**config.mk**
```make
export PLATFORM = sky130hd
export DESIGN_NAME = fetch_unit_flat
export DESIGN_NICKNAME = d
export VERILOG_FILES = /design/src/rtl/cpu_pkg.sv /design/src/rtl/fetch_unit_if.sv /design/src/rtl/fetch_unit_instr_fields.sv /design/src/rtl/fetch_unit.sv /design/src/flat_wrapper.sv
export SDC_FILE = /design/constraint.sdc
export NUM_CORES = 1
export LEC_CHECK = 0
export ABC_CLOCK_PERIOD_IN_PS = 3120
export CAP_MARGIN = 15
export CELL_PAD_IN_SITES_DETAIL_PLACEMENT = 0
export CELL_PAD_IN_SITES_GLOBAL_PLACEMENT = 1
export CORE_MARGIN = 1
export CORE_UTILIZATION = 50
export DETAILED_ROUTE_END_ITERATION = 10
export DONT_BUFFER_PORTS = 1
export PLACE_DENSITY = 0.81
export SLEW_MARGIN = 40
export SYNTH_ARGS = -nofsm -noshare
export SYNTH_HDL_FRONTEND = slang
export SYNTH_HIERARCHICAL = 1
export SYNTH_SLANG_ARGS = --single-unit
```
**constraint.sdc**
```tcl
create_clock -name i_clk -period 3.12 [get_ports i_clk]
set_input_delay 0.624 -clock i_clk [delete_from_list [all_inputs] [get_ports i_clk]]
set_output_delay 0.624 -clock i_clk [all_outputs]
set_load 0.05 [all_outputs]
```
**src/rtl/cpu_pkg.sv**
```systemverilog
// cpu_pkg: shared types, widths and field positions for the fetch stage.
// Contents: opcode / register-code / fetch-state enums, instruction field
// bit positions, and is_illegal_op() used when ILLEGAL_OP_TRAP_EN is defined.
package cpu_pkg;
    localparam int DATA_WIDTH = 16;
    localparam int ADDR_WIDTH = 5;

    localparam int OP_MSB      = 15;
    localparam int OP_LSB      = 12;
    localparam int REG_MSB     = 11;
    localparam int REG_LSB     = 8;
    localparam int VAL_MSB     = 7;
    localparam int VAL_LSB     = 0;
    localparam int JMP_TGT_MSB = 7;
    localparam int JMP_TGT_LSB = 3;

    typedef enum logic [3:0] {
        ADD = 4'd0, SUB, OR, AND, XOR, NOT, ST, LD,
        NOP = 4'b1010,
        JMP = 4'b1111
    } opcode_e;

    typedef enum logic [3:0] {
        R0 = 4'd0, R1 = 4'd1, R2 = 4'd2, R3 = 4'd3,
        ID = 4'd4,
        DM0 = 4'd12, DM1 = 4'd13, DM2 = 4'd14, DM3 = 4'd15
    } reg_code_e;

    typedef enum logic {
        RUN  = 1'b0,
        HALT = 1'b1
    } fetch_state_e;

    // Opcodes with no defined meaning: 8, 9 and B..E.
    function automatic logic is_illegal_op(input logic [3:0] op);
        return op inside {4'h8, 4'h9, [4'hB:4'hE]};
    endfunction
endpackage

```
**src/rtl/fetch_unit_if.sv**
```systemverilog
// fetch_unit_if: program-memory bus plus decoded-instruction handshake.
// Signals: pm_addr/pm_data (combinational program-memory read),
// instr_valid/instr_ready handshake, op_code/reg_code/value/pc fields.
// master = fetch stage, slave = memory + execute side.
interface fetch_unit_if;
    import cpu_pkg::*;
    logic [ADDR_WIDTH-1:0] pm_addr;
    logic [DATA_WIDTH-1:0] pm_data;
    logic                  instr_valid;
    logic                  instr_ready;
    logic [3:0]            op_code;
    logic [3:0]            reg_code;
    logic [7:0]            value;
    logic [ADDR_WIDTH-1:0] pc;

    modport master (
        output pm_addr, instr_valid, op_code, reg_code, value, pc,
        input  pm_data, instr_ready
    );
    modport slave (
        input  pm_addr, instr_valid, op_code, reg_code, value, pc,
        output pm_data, instr_ready
    );
endinterface

```
**src/rtl/fetch_unit_instr_fields.sv**
```systemverilog
// instr_fields: combinational split of an instruction word into its fields.
// Ports: i_word (instruction) -> o_op, o_reg, o_val, o_is_jmp,
// o_jmp_target, o_is_illegal.
module instr_fields
    import cpu_pkg::*;
(
    input  logic [DATA_WIDTH-1:0] i_word,
    output logic [3:0]            o_op,
    output logic [3:0]            o_reg,
    output logic [7:0]            o_val,
    output logic                  o_is_jmp,
    output logic [ADDR_WIDTH-1:0] o_jmp_target,
    output logic                  o_is_illegal
);
    assign o_op         = i_word[OP_MSB:OP_LSB];
    assign o_reg        = i_word[REG_MSB:REG_LSB];
    assign o_val        = i_word[VAL_MSB:VAL_LSB];
    assign o_is_jmp     = o_op == JMP;
    assign o_jmp_target = i_word[JMP_TGT_MSB:JMP_TGT_LSB];
    assign o_is_illegal = is_illegal_op(o_op);
endmodule

```
**src/rtl/fetch_unit.sv**
```systemverilog
// fetch_unit: instruction fetch stage with in-stage zero-bubble JMP.
// Ports: i_clk, i_rst_n (async active-low), i_en (run enable),
// bus (fetch_unit_if.master: program memory + decoded instruction
// handshake), o_trap (sticky illegal-opcode flag).
// Optional: define ILLEGAL_OP_TRAP_EN to trap on illegal opcodes and halt.
module fetch_unit
    import cpu_pkg::*;
(
    input  logic         i_clk,
    input  logic         i_rst_n,
    input  logic         i_en,
    fetch_unit_if.master bus,
    output logic         o_trap
);
`ifdef ILLEGAL_OP_TRAP_EN
    localparam bit TRAP_EN = 1'b1;
`else
    localparam bit TRAP_EN = 1'b0;
`endif

    logic [ADDR_WIDTH-1:0] r_fpc;
    logic [ADDR_WIDTH-1:0] r_pc;
    logic                  r_valid;
    logic                  r_trap;
    logic [3:0]            r_op;
    logic [3:0]            r_reg;
    logic [7:0]            r_val;
    fetch_state_e          r_state;
    fetch_state_e          w_state_next;
    logic [3:0]            w_op;
    logic [3:0]            w_reg;
    logic [7:0]            w_val;
    logic                  w_is_jmp;
    logic [ADDR_WIDTH-1:0] w_jmp_tgt;
    logic                  w_is_illegal;
    logic                  w_capture;
    logic                  w_trap_hit;
    logic [ADDR_WIDTH-1:0] w_fpc_next;

    instr_fields u_fields (
        .i_word       (bus.pm_data),
        .o_op         (w_op),
        .o_reg        (w_reg),
        .o_val        (w_val),
        .o_is_jmp     (w_is_jmp),
        .o_jmp_target (w_jmp_tgt),
        .o_is_illegal (w_is_illegal)
    );

    // A capture waits until any held instruction is accepted, so a trap
    // never discards a pending instruction.
    always_comb begin
        w_capture    = i_en && r_state == RUN && (!r_valid || bus.instr_ready);
        w_trap_hit   = TRAP_EN && w_capture && w_is_illegal;
        w_state_next = w_trap_hit ? HALT : r_state;
        w_fpc_next   = w_is_jmp ? w_jmp_tgt : r_fpc + 1'b1;
    end

    always_ff @(posedge i_clk or negedge i_rst_n) begin
        if (!i_rst_n) r_state <= RUN;
        else          r_state <= w_state_next;
    end

    always_ff @(posedge i_clk or negedge i_rst_n) begin
        if (!i_rst_n) begin
            r_fpc   <= '0;
            r_pc    <= '0;
            r_valid <= 1'b0;
            r_trap  <= 1'b0;
            r_op    <= '0;
            r_reg   <= '0;
            r_val   <= '0;
        end else if (w_trap_hit) begin
            r_pc    <= r_fpc;
            r_trap  <= 1'b1;
            r_valid <= 1'b0;
        end else if (w_capture) begin
            r_op    <= w_op;
            r_reg   <= w_reg;
            r_val   <= w_val;
            r_pc    <= r_fpc;
            r_valid <= 1'b1;
            r_fpc   <= w_fpc_next;
        end else if (r_valid && bus.instr_ready) begin
            r_valid <= 1'b0;
        end
    end

    assign bus.pm_addr     = r_fpc;
    assign bus.instr_valid = r_valid;
    assign bus.op_code     = r_op;
    assign bus.reg_code    = r_reg;
    assign bus.value       = r_val;
    assign bus.pc          = r_pc;
    assign o_trap          = r_trap;
endmodule

```
**src/flat_wrapper.sv**
```systemverilog
// flat-port wrapper written by rule: the top's interface ports become plain ports
module fetch_unit_flat import cpu_pkg::*;
  (i_clk, i_rst_n, i_en, o_trap, bus_pm_addr, bus_instr_valid, bus_op_code, bus_reg_code, bus_value, bus_pc, bus_pm_data, bus_instr_ready);
  fetch_unit_if bus_i ();
  input  logic i_clk;
  input  logic i_rst_n;
  input  logic i_en;
  output logic o_trap;
  output wire logic [$bits(bus_i.pm_addr)-1:0] bus_pm_addr;
  output wire logic [$bits(bus_i.instr_valid)-1:0] bus_instr_valid;
  output wire logic [$bits(bus_i.op_code)-1:0] bus_op_code;
  output wire logic [$bits(bus_i.reg_code)-1:0] bus_reg_code;
  output wire logic [$bits(bus_i.value)-1:0] bus_value;
  output wire logic [$bits(bus_i.pc)-1:0] bus_pc;
  input wire logic [$bits(bus_i.pm_data)-1:0] bus_pm_data;
  input wire logic [$bits(bus_i.instr_ready)-1:0] bus_instr_ready;
  assign bus_pm_addr = bus_i.pm_addr;
  assign bus_instr_valid = bus_i.instr_valid;
  assign bus_op_code = bus_i.op_code;
  assign bus_reg_code = bus_i.reg_code;
  assign bus_value = bus_i.value;
  assign bus_pc = bus_i.pc;
  assign bus_i.pm_data = bus_pm_data;
  assign bus_i.instr_ready = bus_instr_ready;
  fetch_unit u_core (.i_clk(i_clk), .i_rst_n(i_rst_n), .i_en(i_en), .bus(bus_i), .o_trap(o_trap));
endmodule
```
==> flow_summary_export.csv, run 1 <==
group,metric,value,unit
run_status,status,"finished, final reports clean",
floorplanning,fp-row-count,18,
route,num_vias,693,
finish,layout-drive-gt1-share,33.33,%
synthesis,yosys_warnings,6,
grt,gr-total-overflow,0,
sta,slew_violations,0,
floorplanning,ios,48,
route,drtIter0Drc,11,
clocking,cts_tree,"built",
finish,area_growth,-8.761,%
clocking,clkSinkCount,27,
synthesis,netlist_area,1414,sq um
clocking,post_cts_resized,0,
route,ant_nets,0,
power_and_ir_drop,total_power,1142,uW
floorplanning,die_w,55.18,um
power_and_ir_drop,internal_power,595.0,uW
floorplanning,dieArea,3044,sq um
critical_path,critPathMaxFanout,8,
critical_path,worstSetupEndpointType,"primary output",
placed_design,place_inst,109,
finish,layout_common_cells,"dfrtp_1, mux2_4, a21oi_1, clkbuf_4, a31oi_1",
clocking,cts.path.max_buffers,2,
sta,slew_headroom,55.76,%
grt,antenna_found_initial,0,
power_and_ir_drop,power.leakage,0.0005838,uW
critical_path,cp.required,2.50,ns
power_and_ir_drop,peakVddDrop,0.0005620,V
critical_path,critical_path_depth,0,
sta,worst_slew_pin_slew,0.6636,ns
floorplanning,start_util,55.07,%
finish,finalNonFillerCells,114,
critical_path,cp.arrival,1.12,ns
power_and_ir_drop,combPwrFrac,17.0,%
finish,final_common_cell,"dfrtp_1",
route,drc,0,
finish,multi_input_area,525.5,sq um
placed_design,port_buffers,0,
floorplanning,coreArea,2567,sq um
synthesis,synth.avg_cell_area,13.34,sq um
finish,seqCellArea,675.6,sq um
grt,grt_pass1_vias,727,
finish,nNetsFinal,106,
clocking,cts_made_buffers,3,
route,wire_per_inst,19.24,um
power_and_ir_drop,switching_share,47.89,%
critical_path,critical_path_class,"flop to primary output",
power_and_ir_drop,seqPwrFrac,69.9,%
grt,track_usage,16.82,%
grt,grt_pass1_wl,3443,um
sta,max_clock_freq,572.6,MHz
finish,antennaDiodeCount,0,
route,drt_wl_total,2193,um
clocking,htree_levels,1,
sta,finalCritPeriodShare,55.97,%
sta,skew,0.001544,ns
grt,grt_max_degree,28,
critical_path,reg2reg_depth,3,
finish,nFillCells,218,
power_and_ir_drop,power_density,885.2,nW/um^2
floorplanning,die_h,55.18,um
sta,setup_viol,0,
sta,hold_viol_final,0,
power_and_ir_drop,power_frac_clock,13.1,%
clocking,cts_root_buf,"clkbuf_4",
sta,rsz0062_at_grt,"false",
sta,fin_setup_tns,0,ns
sta,timing.final.crit_period,1.746,ns
critical_path,setup.worst_path.start_class,"flop",
clocking,clkTransAtPathRegs,0.14,ns
placed_design,dp_hpwl,1525,um
route,drt_pass1_iterations,4,
hold_path,min-delay-path-class,"input port to async pin",
route,viasPerCell,6.079,
clocking,clkLatencyLatePin,0.33,ns
run,cap_viol_max_count,0,
power_and_ir_drop,p_sw,546.9,uW
synthesis,syn_nets,127,
placed_design,gp_congestion,0.7959,
synthesis,synthCells,106,
[path summary, 6_finish.rpt]
kind | from | end | slack [ns]
worst max-delay path | u_core/bus.pm_addr[2]$_DFFE_PN0P_ | bus_pm_addr[2] | 1.37
worst min-delay path | i_rst_n | u_core/bus.op_code[3]$_DFFE_PN0P_ | 0.09
worst max register to register | u_core/bus.instr_valid$_DFFE_PN0P_ | u_core/bus.value[5]$_DFFE_PN0P_ | 1.40
worst min register to register | u_core/bus.value[5]$_DFFE_PN0P_ | u_core/bus.value[5]$_DFFE_PN0P_ | 0.88
max in group asynchronous | i_rst_n | u_core/bus.value[2]$_DFFE_PN0P_ | 2.88
min in group i_clk | i_en | u_core/bus.instr_valid$_DFFE_PN0P_ | 0.39
[layer usage]
metal  part of all wire, %  track usage (%)  wire length [um]  up-vias
li1                      -                -                 -      304
met2                    45            25.50               987       46
met5                     0                0                 0        -
met3                    12            8.470               256        6
met1                    41            19.52               907      337
met4                   1.9            8.333                42        0
[sequential cells by signal, summed over array words and instances, names as in the netlist]
name,cells
u_core/bus.value,8
u_core/bus.instr_valid,1
u_core/bus.op_code,4
u_core/bus.pc,5
u_core/bus.reg_code,4
u_core/bus.pm_addr,5
[repair_timing]
| item | 4_1_cts | 5_1_grt |
|---|---|---|
| setup buffers | 0 | 0 |
| hold buffers | 1 | 0 |
| endpoints found under the hold margin | 27 | 0 |
[power by group through the flow]
| stage | logic (uW) | registers (uW) | clock network (uW) |
|---|---|---|---|
| 4_1_cts | 195 | 801 | 158 |
| 3_5_place_dp | 185 | 808 | 0 |
| 5_1_grt | 216 | 816 | 172 |
| 6_report | 194 | 798 | 149 |
| 2_1_floorplan | 192 | 779 | 0 |
| 3_3_place_gp | 177 | 807 | 0 |
[through the flow]
stage	util, %	hold WS (ns)	setup slack, ns	instance area [sq um]
3_3_place_gp	48.39	0.3290	1.438	1242
4_1_cts	50.24	0.07730	1.358	1290
6_report	50.24	0.08853	1.374	1290
3_5_place_dp	48.39	0.3292	1.402	1242
2_1_floorplan	-	0.3284	1.557	1414
5_1_grt	50.24	0.06706	1.296	1290
[layout make-up]
type	instances	area share (%)
clock buffers	3	1.746
inverters	1	0.2910
repair buffers	1	1.552
flip-flops and latches	27	52.38
well taps	30	2.910
multi-input cells	51	40.74
clock inverters	1	0.3880
No activity file was read; power rests on OpenSTA's default activity.
==> inputs of run 2 (changes only) <==
--- a/config.mk
+++ b/config.mk
@@ -5,15 +5,15 @@
 export SDC_FILE = /design/constraint.sdc
 export NUM_CORES = 1
 export LEC_CHECK = 0
-export ABC_CLOCK_PERIOD_IN_PS = 3120
+export ABC_CLOCK_PERIOD_IN_PS = 1500
 export CAP_MARGIN = 15
 export CELL_PAD_IN_SITES_DETAIL_PLACEMENT = 0
 export CELL_PAD_IN_SITES_GLOBAL_PLACEMENT = 1
 export CORE_MARGIN = 1
-export CORE_UTILIZATION = 50
+export CORE_UTILIZATION = 43
 export DETAILED_ROUTE_END_ITERATION = 10
 export DONT_BUFFER_PORTS = 1
-export PLACE_DENSITY = 0.81
+export PLACE_DENSITY = 0.74
 export SLEW_MARGIN = 40
 export SYNTH_ARGS = -nofsm -noshare
 export SYNTH_HDL_FRONTEND = slang
==> constraint.sdc (replaced) <==
create_clock -name i_clk -period 1.5 [get_ports i_clk]
set_input_delay 0.3 -clock i_clk [delete_from_list [all_inputs] [get_ports i_clk]]
set_output_delay 0.3 -clock i_clk [all_outputs]
set_load 0.05 [all_outputs]
==> flow_summary_export.csv, run 2 (synthesized netlist as in run 1, its figures left out) <==
group,metric,value,unit
finish,nFillCells,295,
finish,final_util,44.55,%
floorplanning,die_h,59.34,um
route,drt_pass1_iterations,3,
floorplanning,coreArea,3078,sq um
run_status,status,"finished, final reports clean",
finish,area_growth,-3.009,%
grt,track_usage,13.48,%
critical_path,cpMaxStageDelayCell,"dfrtp_1",
critical_path,critical_path_class,"flop to primary output",
sta,slew_violations,0,
route,wire_per_inst,16.74,um
route,viasPerCell,5.162,
critical_path,cp_cell_sequence,"buf_4",
clocking,clkSinkCount,27,
clocking,cts.path.max_buffers,2,
power_and_ir_drop,power.leakage,0.0006172,uW
critical_path,critPathMaxFanout,8,
sta,fin_setup_tns,0,ns
critical_path,critPathTopFamily,"flip-flops",
floorplanning,start_util,45.93,%
grt,antenna_found_initial,0,
finish,nNetsFinal,114,
sta,setup_viol,0,
placed_design,gp_congestion,0.7451,
floorplanning,fp-row-count,20,
finish,largest_reg_flops,8,
route,num_vias,702,
route,drtIter0Drc,22,
floorplanning,ios,48,
finish,layout-drive-gt1-share,39.13,%
power_and_ir_drop,power_density,1791,nW/um^2
placed_design,dp_hpwl,1552,um
floorplanning,dieArea,3521,sq um
route,drc,0,
finish,antennaDiodeCount,0,
critical_path,slowest_delay,0.52,ns
clocking,clkTransAtPathRegs,0.14,ns
finish,final_common_cell,"dfrtp_1",
sta,skew,0.005409,ns
critical_path,setup.worst_path.start_class,"flop",
clocking,cts_root_buf,"clkbuf_4",
grt,gr-total-overflow,0,
sta,hold_viol_final,0,
clocking,cts_made_buffers,3,
sta,timing.final.crit_period,1.403,ns
grt,grt_pass1_wl,3367,um
run,cap_viol_max_count,0,
clocking,clkLatencyLatePin,0.32,ns
power_and_ir_drop,peakVddDrop,0.0006338,V
clocking,htree_levels,1,
finish,layout_common_cells,"dfrtp_1, mux2_4, buf_4, a21oi_1",
clocking,cts_tree,"built",
clocking,post_cts_resized,0,
grt,grt_pass1_vias,702,
grt,grt_max_degree,28,
sta,finalCritPeriodShare,93.51,%
sta,max_clock_freq,712.9,MHz
sta,rsz0062_at_grt,"false",
critical_path,cp.arrival,1.10,ns
critical_path,cp.required,1.20,ns
route,ant_nets,0,
critical_path,crit_buf_inv,1,
placed_design,port_buffers,0,
floorplanning,die_w,59.34,um
hold_path,min-delay-path-class,"input port to flop",
critical_path,worstSetupEndpointType,"primary output",
route,drt_wl_total,2277,um
run 2: changes by cell type in the layout (fill, tap and decap cells not counted), sizes merged:
cell,previous run,this run
buf,1,8
clkinv,1,0
dlygate4sd3,0,1
clkbuf,3,4
run 2: timing repair:
item / in CTS / in global routing
hold endpoints to repair: 27 / 0
hold buffers: 2 / 0
endpoints found under the setup margin: 0 / 0
buffers inserted: 0 / 0
run 2: stage by stage:
stage / power (uW) / hold WS, ns / setup slack, ns / instance area, sq um / std cells
final: 2457 / 0.07309 / 0.09735 / 1371 / 136
after global routing: 2596 / 0.05534 / 0.03053 / 1371 / 136
after CTS: 2485 / 0.06254 / 0.09017 / 1371 / 136
after detailed placement: 2147 / 0.005111 / 0.1679 / 1315 / 130
after global placement: 2131 / 0.005057 / 0.1956 / 1315 / 130
after floorplan: 2025 / 0.004409 / 0.05244 / 1416 / 106
run 2: final cells by class:
type	count	area, sq um	area share (%)
well taps	44	55.05	4.015
flip-flops and latches	27	678.2	49.45
inverters	1	3.754	0.2737
clock buffers	4	26.28	1.916
repair buffers	9	82.58	6.022
multi-input cells	51	525.5	38.32
run 2: worst paths after layout:
| path | start | slack (ns) | endpoint | cells after the start |
|---|---|---|---|---|
| max in group asynchronous | i_rst_n | 0.94 | u_core/bus.pm_addr[0]$_DFFE_PN0P_ | 2 |
| hold reg to reg | u_core/bus.pm_addr[3]$_DFFE_PN0P_ | 0.66 | u_core/bus.pc[3]$_DFFE_PN0P_ | 1 |
| hold / removal | i_en | 0.07 | u_core/bus.instr_valid$_DFFE_PN0P_ | 1 |
| setup / recovery | u_core/bus.pm_addr[2]$_DFFE_PN0P_ | 0.1 | bus_pm_addr[2] | 1 |
| min in group asynchronous | i_rst_n | 0.40 | u_core/bus.op_code[2]$_DFFE_PN0P_ | 2 |
| setup reg to reg | u_core/bus.instr_valid$_DFFE_PN0P_ | 0.16 | u_core/bus.value[5]$_DFFE_PN0P_ | 3 |
run 2: routing by layer:
metal  share of wire, %  vias to the layer above  track usage, %
li1                   -                      321               -
met1                 43                      347           16.81
met2                 47                       30           21.19
met3                8.1                        4           3.712
met4                1.7                        0           7.143
met5                  0                        -               0
run 2: report_power, final:
part           internal (uW)  total (uW)  switching, uW
Clock                    104         308            204
Combinational            322         689            367
Sequential               888        1460            571
